$ cat src/rtl/conv_scan_ctrl_if.sv
// conv_scan_ctrl_if: control, read-strobe and write-strobe bundle of the scan sequencer.
// The master modport is the sequencer. The slave modport is the filter datapath
// side, which drives start, stall and (optionally) abort.
// Optional: SCAN_ABORT_EN adds the abort request and the aborted status.
interface conv_scan_ctrl_if;
    logic        start;
    logic        stall;
    logic        rd;
    logic [14:0] rd_addr;
    logic [1:0]  rd_bank;
    logic        wr;
    logic [12:0] wr_addr;
    logic [1:0]  wr_bank;
    logic        busy;
    logic        done;
`ifdef SCAN_ABORT_EN
    logic        abort;
    logic        aborted;

    modport master (
        input  start, stall, abort,
        output rd, rd_addr, rd_bank, wr, wr_addr, wr_bank, busy, done, aborted
    );
    modport slave (
        output start, stall, abort,
        input  rd, rd_addr, rd_bank, wr, wr_addr, wr_bank, busy, done, aborted
    );
`else
    modport master (
        input  start, stall,
        output rd, rd_addr, rd_bank, wr, wr_addr, wr_bank, busy, done
    );
    modport slave (
        output start, stall,
        input  rd, rd_addr, rd_bank, wr, wr_addr, wr_bank, busy, done
    );
`endif
endinterface

$ cat src/rtl/conv_scan_ctrl.sv
// conv_scan_ctrl: window-origin scan sequencer for the 3x3 filter memory banks.
// It walks every bank's padded image and issues one read origin per active cycle.
// It replays each read as a write strobe PIPE_LAT active cycles later, then pulses
// done once the last bank is issued and the pipeline has drained.
// rd and wr are qualified by stall in the same cycle, so a held cycle never strobes.
// Optional: define SCAN_ABORT_EN to add the abort input and the aborted status.
module conv_scan_ctrl #(
    parameter int unsigned IMG_W    = 256,
    parameter int unsigned PAD_W    = 258,
    parameter int unsigned ROWS     = 32,
    parameter int unsigned BANKS    = 4,
    parameter int unsigned PIPE_LAT = 2
) (
    input  logic             clk,
    input  logic             rst_n,
    conv_scan_ctrl_if.master bus
);
    localparam int unsigned RD_AW  = 15;
    localparam int unsigned WR_AW  = 13;
    localparam int unsigned BANK_W = 2;
    localparam int unsigned COL_W  = (IMG_W > 1) ? $clog2(IMG_W) : 1;
    localparam int unsigned ROW_W  = (ROWS > 1) ? $clog2(ROWS) : 1;
    localparam int unsigned PB_W   = BANK_W * PIPE_LAT;

    typedef enum logic [1:0] {
        S_IDLE  = 2'd0,
        S_RUN   = 2'd1,
        S_DRAIN = 2'd2,
        S_FIN   = 2'd3
    } state_e;

    state_e              state_q, state_d;
    logic [COL_W-1:0]    col_q, col_d;
    logic [ROW_W-1:0]    row_q, row_d;
    logic [BANK_W-1:0]   bank_q, bank_d;
    logic [RD_AW-1:0]    base_q, base_d;
    logic [RD_AW-1:0]    rd_addr_q, rd_addr_d;
    logic [PIPE_LAT-1:0] v_q, v_d;
    logic [PB_W-1:0]     b_q, b_d;
    logic [WR_AW-1:0]    wr_addr_q, wr_addr_d;
    logic [BANK_W-1:0]   last_bank_q, last_bank_d;
    logic                busy_q, busy_d;
    logic                done_q, done_d;

    logic [PIPE_LAT:0]      v_chain;
    logic [PB_W+BANK_W-1:0] b_chain;
    logic                   out_v, nxt_v;
    logic [BANK_W-1:0]      out_b, nxt_b, ref_b;
    logic                   rd_c, wr_c, abort_c, active_c;

    assign active_c = (state_q == S_RUN) || (state_q == S_DRAIN);

`ifdef SCAN_ABORT_EN
    logic aborted_q, aborted_d;

    // Abort only has an effect while a frame is in flight.
    assign abort_c = bus.abort && active_c;

    // The aborted status is set together with the abort's done and held until the next start.
    always_comb begin
        aborted_d = aborted_q;
        if ((state_q == S_IDLE) && bus.start) begin
            aborted_d = 1'b0;
        end
        if (abort_c) begin
            aborted_d = 1'b1;
        end
    end

    // Aborted status register.
    always_ff @(posedge clk or negedge rst_n) begin
        if (!rst_n) begin
            aborted_q <= 1'b0;
        end else begin
            aborted_q <= aborted_d;
        end
    end

    assign bus.aborted = aborted_q;
`else
    assign abort_c = 1'b0;
`endif

    // Next-state logic: the FSM plus the origin walk (col/row/bank and the read address).
    always_comb begin
        state_d   = state_q;
        col_d     = col_q;
        row_d     = row_q;
        bank_d    = bank_q;
        base_d    = base_q;
        rd_addr_d = rd_addr_q;
        rd_c      = 1'b0;

        case (state_q)
            S_IDLE: begin
                if (bus.start) begin
                    state_d = S_RUN;
                end
            end
            S_RUN: begin
                if (abort_c) begin
                    state_d = S_FIN;
                end else if (!bus.stall) begin
                    rd_c = 1'b1;
                    if (col_q == COL_W'(IMG_W - 1)) begin
                        col_d = '0;
                        if (row_q == ROW_W'(ROWS - 1)) begin
                            row_d     = '0;
                            base_d    = '0;
                            rd_addr_d = '0;
                            if (bank_q == BANK_W'(BANKS - 1)) begin
                                bank_d  = '0;
                                state_d = S_DRAIN;
                            end else begin
                                bank_d = bank_q + BANK_W'(1);
                            end
                        end else begin
                            // Jump to the next row base, skipping the two pad columns.
                            row_d     = row_q + ROW_W'(1);
                            base_d    = base_q + RD_AW'(PAD_W);
                            rd_addr_d = base_q + RD_AW'(PAD_W);
                        end
                    end else begin
                        col_d     = col_q + COL_W'(1);
                        rd_addr_d = rd_addr_q + RD_AW'(1);
                    end
                end
            end
            S_DRAIN: begin
                // Finish once this advance writes the last valid entry.
                if (abort_c) begin
                    state_d = S_FIN;
                end else if (!bus.stall && ((v_q << 1) == '0)) begin
                    state_d = S_FIN;
                end
            end
            S_FIN: begin
                state_d   = S_IDLE;
                col_d     = '0;
                row_d     = '0;
                bank_d    = '0;
                base_d    = '0;
                rd_addr_d = '0;
            end
            default: begin
                state_d = S_IDLE;
            end
        endcase

        busy_d = (state_d == S_RUN) || (state_d == S_DRAIN);
        done_d = (state_d == S_FIN);
    end

    // Latency pipeline of {valid, bank} and write-address tracking.
    always_comb begin
        v_chain = {v_q, rd_c};
        b_chain = {b_q, bank_q};
        out_v   = v_chain[PIPE_LAT];
        out_b   = b_chain[PB_W +: BANK_W];
        nxt_v   = v_chain[PIPE_LAT-1];
        nxt_b   = b_chain[PB_W-BANK_W +: BANK_W];
        ref_b   = out_v ? out_b : last_bank_q;
        wr_c    = out_v && !bus.stall && !abort_c;

        v_d         = v_q;
        b_d         = b_q;
        wr_addr_d   = wr_addr_q;
        last_bank_d = last_bank_q;

        if (wr_c) begin
            wr_addr_d   = wr_addr_q + WR_AW'(1);
            last_bank_d = out_b;
        end
        // The next entry to reach the output belongs to a new bank, so restart its address.
        if (!bus.stall && nxt_v && (nxt_b != ref_b)) begin
            wr_addr_d = '0;
        end
        if (!bus.stall) begin
            v_d = v_chain[PIPE_LAT-1:0];
            b_d = b_chain[PB_W-1:0];
        end
        if (abort_c) begin
            v_d = '0;
        end
        if (state_q == S_FIN) begin
            v_d         = '0;
            wr_addr_d   = '0;
            last_bank_d = '0;
        end
    end

    // State and counter registers.
    always_ff @(posedge clk or negedge rst_n) begin
        if (!rst_n) begin
            state_q     <= S_IDLE;
            col_q       <= '0;
            row_q       <= '0;
            bank_q      <= '0;
            base_q      <= '0;
            rd_addr_q   <= '0;
            v_q         <= '0;
            b_q         <= '0;
            wr_addr_q   <= '0;
            last_bank_q <= '0;
            busy_q      <= 1'b0;
            done_q      <= 1'b0;
        end else begin
            state_q     <= state_d;
            col_q       <= col_d;
            row_q       <= row_d;
            bank_q      <= bank_d;
            base_q      <= base_d;
            rd_addr_q   <= rd_addr_d;
            v_q         <= v_d;
            b_q         <= b_d;
            wr_addr_q   <= wr_addr_d;
            last_bank_q <= last_bank_d;
            busy_q      <= busy_d;
            done_q      <= done_d;
        end
    end

    assign bus.rd      = rd_c;
    assign bus.rd_addr = rd_addr_q;
    assign bus.rd_bank = bank_q;
    assign bus.wr      = wr_c;
    assign bus.wr_addr = wr_addr_q;
    assign bus.wr_bank = out_b;
    assign bus.busy    = busy_q;
    assign bus.done    = done_q;
endmodule

$ cat src/flat_wrapper.sv
// flat-port wrapper written by rule: the top's interface ports become plain ports
module conv_scan_ctrl_flat 
#(
    parameter int unsigned IMG_W    = 256,
    parameter int unsigned PAD_W    = 258,
    parameter int unsigned ROWS     = 32,
    parameter int unsigned BANKS    = 4,
    parameter int unsigned PIPE_LAT = 2
)
  (clk, rst_n, bus_start, bus_stall, bus_rd, bus_rd_addr, bus_rd_bank, bus_wr, bus_wr_addr, bus_wr_bank, bus_busy, bus_done);
  conv_scan_ctrl_if bus_i ();
  input  logic clk;
  input  logic rst_n;
  input wire logic [$bits(bus_i.start)-1:0] bus_start;
  input wire logic [$bits(bus_i.stall)-1:0] bus_stall;
  output wire logic [$bits(bus_i.rd)-1:0] bus_rd;
  output wire logic [$bits(bus_i.rd_addr)-1:0] bus_rd_addr;
  output wire logic [$bits(bus_i.rd_bank)-1:0] bus_rd_bank;
  output wire logic [$bits(bus_i.wr)-1:0] bus_wr;
  output wire logic [$bits(bus_i.wr_addr)-1:0] bus_wr_addr;
  output wire logic [$bits(bus_i.wr_bank)-1:0] bus_wr_bank;
  output wire logic [$bits(bus_i.busy)-1:0] bus_busy;
  output wire logic [$bits(bus_i.done)-1:0] bus_done;
  assign bus_i.start = bus_start;
  assign bus_i.stall = bus_stall;
  assign bus_rd = bus_i.rd;
  assign bus_rd_addr = bus_i.rd_addr;
  assign bus_rd_bank = bus_i.rd_bank;
  assign bus_wr = bus_i.wr;
  assign bus_wr_addr = bus_i.wr_addr;
  assign bus_wr_bank = bus_i.wr_bank;
  assign bus_busy = bus_i.busy;
  assign bus_done = bus_i.done;
  conv_scan_ctrl #(.IMG_W(IMG_W), .PAD_W(PAD_W), .ROWS(ROWS), .BANKS(BANKS), .PIPE_LAT(PIPE_LAT)) u_core (.clk(clk), .rst_n(rst_n), .bus(bus_i));
endmodule
$ cat config.mk
export PLATFORM = sky130hd
export DESIGN_NAME = conv_scan_ctrl_flat
export DESIGN_NICKNAME = d
export VERILOG_FILES = /design/src/rtl/conv_scan_ctrl_if.sv /design/src/rtl/conv_scan_ctrl.sv /design/src/flat_wrapper.sv
export SDC_FILE = /design/constraint.sdc
export NUM_CORES = 1
export LEC_CHECK = 0
export CAP_MARGIN = 20
export CORE_AREA = 2 2 87 89
export DETAILED_ROUTE_END_ITERATION = 7
export DIE_AREA = 0 0 89 91
export PLACE_DENSITY = 0.76
export SLEW_MARGIN = 20
export SYNTH_ARGS = -nofsm -noshare
export SYNTH_HDL_FRONTEND = slang
export SYNTH_SLANG_ARGS = --single-unit
export TNS_END_PERCENT = 30
$ cat constraint.sdc
create_clock -name clk -period 5.2 [get_ports clk]
set_clock_uncertainty 0.1 [all_clocks]
set_input_delay 0.78 -clock clk [delete_from_list [all_inputs] [get_ports clk]]
set_output_delay 0.78 -clock clk [all_outputs]
set_load 0.03 [all_outputs]
==> out/metrics.yaml <==
layout:
  multiInputGateArea_sq_mm: 0.00191
  mostFrequentLayoutCell: "dfrtp_1"
  syn_to_final_growth_pct: 15.5
  fin_cells: 532
  fillers: 630
  ff_latch_area_sq_mm: 0.00175
  fin_nets: 440
  drive_above_1_share: 0.0739
  mostFrequentLayoutCells: "dfrtp_1, nor2_1, clkdlybuf4s50_1"
  antenna_cells: 0
power_and_ir_drop:
  swShare: 0.314
  seqPwrFrac: 0.473
  p_int_uw: 953
  power_density_mw_per_mm2: 315
  peakVddDrop_mv: 0.189
  total_power_mw: 1.39
  pwr-share-clk: 0.326
  pwr-share-comb: 0.200
  netSwitchingPower_uw: 436
  p_leak_nw: 1.89
routing:
  detail_route.wl_per_cell_microns: 15.6
  drtAntennaViolNets: 0
  dr.pass1.iters: 4
  vias: 3106
  routed_wl_microns: 8310
  drc: 0
  drt_iter0_drc: 282
  via_per_inst: 5.84
yosys:
  yosysTopAreaCell: "dfrtp_1"
  synth.avg_cell_area_sq_um: 9.56
  synth_area_sq_mm: 0.00382
  synthTopCellsByArea: "dfrtp_1, nor2_1, nand2_1"
  synthesis.nets: 412
  async_flop_share: 1.00
  synth_seq_area_share: 0.458
  ys_warn_count: 0
  synth-seq-cells: 70
  synth_cell_types: 56
  syn_inst: 400
  synth_top_area_frac: 0.458
  synth_edf_count: 0
  synthFlopType: "dfrtp_1"
run_status:
  run_status: "finished, final reports clean"
timing:
  hold_viol_final: 0
  fin_crit_ns: 3.88
  rsz0062_at_grt: "false"
  setup_tns_ns: 0
  fin_crit_sh: 0.746
  worstMarginPinSlew_ns: 0.920
  relSlewSlack: 0.385
  setup_viol: 0
  max_freq_mhz: 258
  maxSlewViolCount: 0
critical_path:
  max_stage_delay_ns: 0.71
  critPathArrivalTime_ns: 3.00
  cp-start-kind: "primary input"
  cpMostUsedCell: "clkdlybuf4s50_1"
  worst_setup_path_end_kind: "output port"
  critical_path_class: "primary input to output port"
  cp_max_fo: 15
  cp_slowest_cell: "clkdlybuf4s50_1"
  worstPathRequired_ns: 4.32
  crit_chain: "clkdlybuf4s50_1, or3b_1, inv_4, clkdlybuf4s50_1"
floorplanning:
  rows: 31
  die_x_microns: 89
  die_area_sq_mm: 0.00810
  core-area_sq_mm: 0.00714
  start_util: 0.536
  ios: 40
  die_y_microns: 91
grt:
  overflow: 0
  antenna_found_initial: 0
  grt_pass1_vias: 3074
  track_usage: 0.227
  grt_max_degree: 38
  grt_pass1_wl_microns: 14500
placed_design:
  routabilityCongestion: 0.799
  portBuffers: 39
  dp_cells: 516
  dp_hpwl_microns: 5620
run:
  cap_violations: 0
clock_tree:
  cts_tree: "built"
  postCtsHoldBufs: 0
  cts_buffers: 9
  clk_latency_ns: 0.35
  htree_levels: 3
  root_buffer: "clkbuf_8"
  cts.path.max_buffers: 2
  cts_setup_buffers: 0
  clkTransAtPathRegs_ns: 0.08
  cts_resized: 0
  cts_sinks: 70
worst_hold_path:
  hold_path_class: "flip-flop to flip-flop"
-- through the flow --
step	utilization	setup slack [ns]	hold slack, ns	instance area, sq um
2_1_floorplan	-	2.88	0.343	3820
3_3_place_gp	0.590	1.37	0.366	4210
3_5_place_dp	0.590	1.34	0.379	4210
4_1_cts	0.618	1.34	0.388	4410
5_1_grt	0.618	1.23	0.429	4410
6_report	0.618	1.32	0.387	4410
-- synth_stat cells, types with 3 or more instances --
| cell type | number |
|---|---|
| dfrtp_1 | 70 |
| nor2_1 | 40 |
| nand2_1 | 36 |
| o21ai_0 | 24 |
| o21ai_1 | 23 |
| a21oi_1 | 17 |
| nand3_1 | 16 |
| nand4_1 | 16 |
| xor2_1 | 14 |
| clkbuf_1 | 13 |
| xnor2_1 | 10 |
| a31oi_1 | 9 |
| and3_1 | 8 |
| ha_1 | 8 |
| mux2i_1 | 7 |
| o31ai_1 | 6 |
| a32o_1 | 5 |
| and4_1 | 5 |
| buf_2 | 5 |
| inv_1 | 5 |
| nand2b_1 | 5 |
| buf_6 | 4 |
| mux2_2 | 4 |
| and2_1 | 3 |
| nor3_1 | 3 |
| o21bai_1 | 3 |
| o221ai_1 | 3 |
-- routing by layer --
metal	GRT usage	wire, microns	up-vias
li1	-	-	1517
met1	0.316	3910	1531
met2	0.345	4000	48
met3	0.0491	275	10
met4	0.0858	131	0
met5	0	0	-
-- registers in the layout, summed over array words and instances, names as in the netlist --
register            cells
u_core.base_q          15
u_core.bus.rd_addr     15
u_core.bus.wr_addr     13
u_core.col_q            8
u_core.row_q            5
u_core.b_q              4
u_core.bus.rd_bank      2
u_core.last_bank_q      2
u_core.state_q          2
u_core.v_q              2
u_core.bus.busy         1
u_core.bus.done         1
-- path summary, 6_finish.rpt --
kind | startpoint | cells after the start | slack (ns) | endpoint
worst max-delay path | bus_stall | 4 | 1.32 | bus_rd
worst min-delay path | u_core.row_q[3] | 1 | 0.39 | u_core.row_q[3]
worst max register to register | u_core.row_q[0] | 8 | 1.96 | u_core.base_q[14]
worst min register to register | u_core.row_q[3] | 1 | 0.39 | u_core.row_q[3]
max in group asynchronous | rst_n | 2 | 3.64 | u_core.col_q[6]
min in group asynchronous | rst_n | 1 | 0.42 | u_core.bus.wr_addr[9]
-- power by group through the flow --
stage                     Sequential (mW)  Combinational (mW)  Clock (mW)
final                               0.658               0.278       0.453
after global routing                0.667               0.302       0.483
after CTS                           0.657               0.281       0.461
after detailed placement            0.667               0.280           0
after global placement              0.664               0.273           0
after floorplan                     0.724               0.103           0
-- final cells by class --
class | count | share of cell area
Multi-Input combinational cell | 300 | 0.433
Sequential cell | 70 | 0.397
Timing Repair Buffer | 41 | 0.0907
Clock buffer | 12 | 0.0352
Tap cell | 99 | 0.0281
Clock inverter | 4 | 0.0102
Inverter | 6 | 0.00567
-- cells by family after synthesis --
kind of cell / after synthesis / synth area share
flops: 70 / 0.458
fa+ha+maj: 8 / 0.0262
simple gates: 144 / 0.192
mux: 11 / 0.0301
compound gates: 113 / 0.197
xor+xnor: 24 / 0.0550
buf+inv: 30 / 0.0416
-- worst max-delay path, delay by kind of cell --
| kind | cells | cell delay (ns) |
|---|---|---|
| buffers and inverters | 3 | 1.55 |
| AND/OR/NAND/NOR | 1 | 0.66 |
Note: power is estimated with default switching activity, not from simulation.
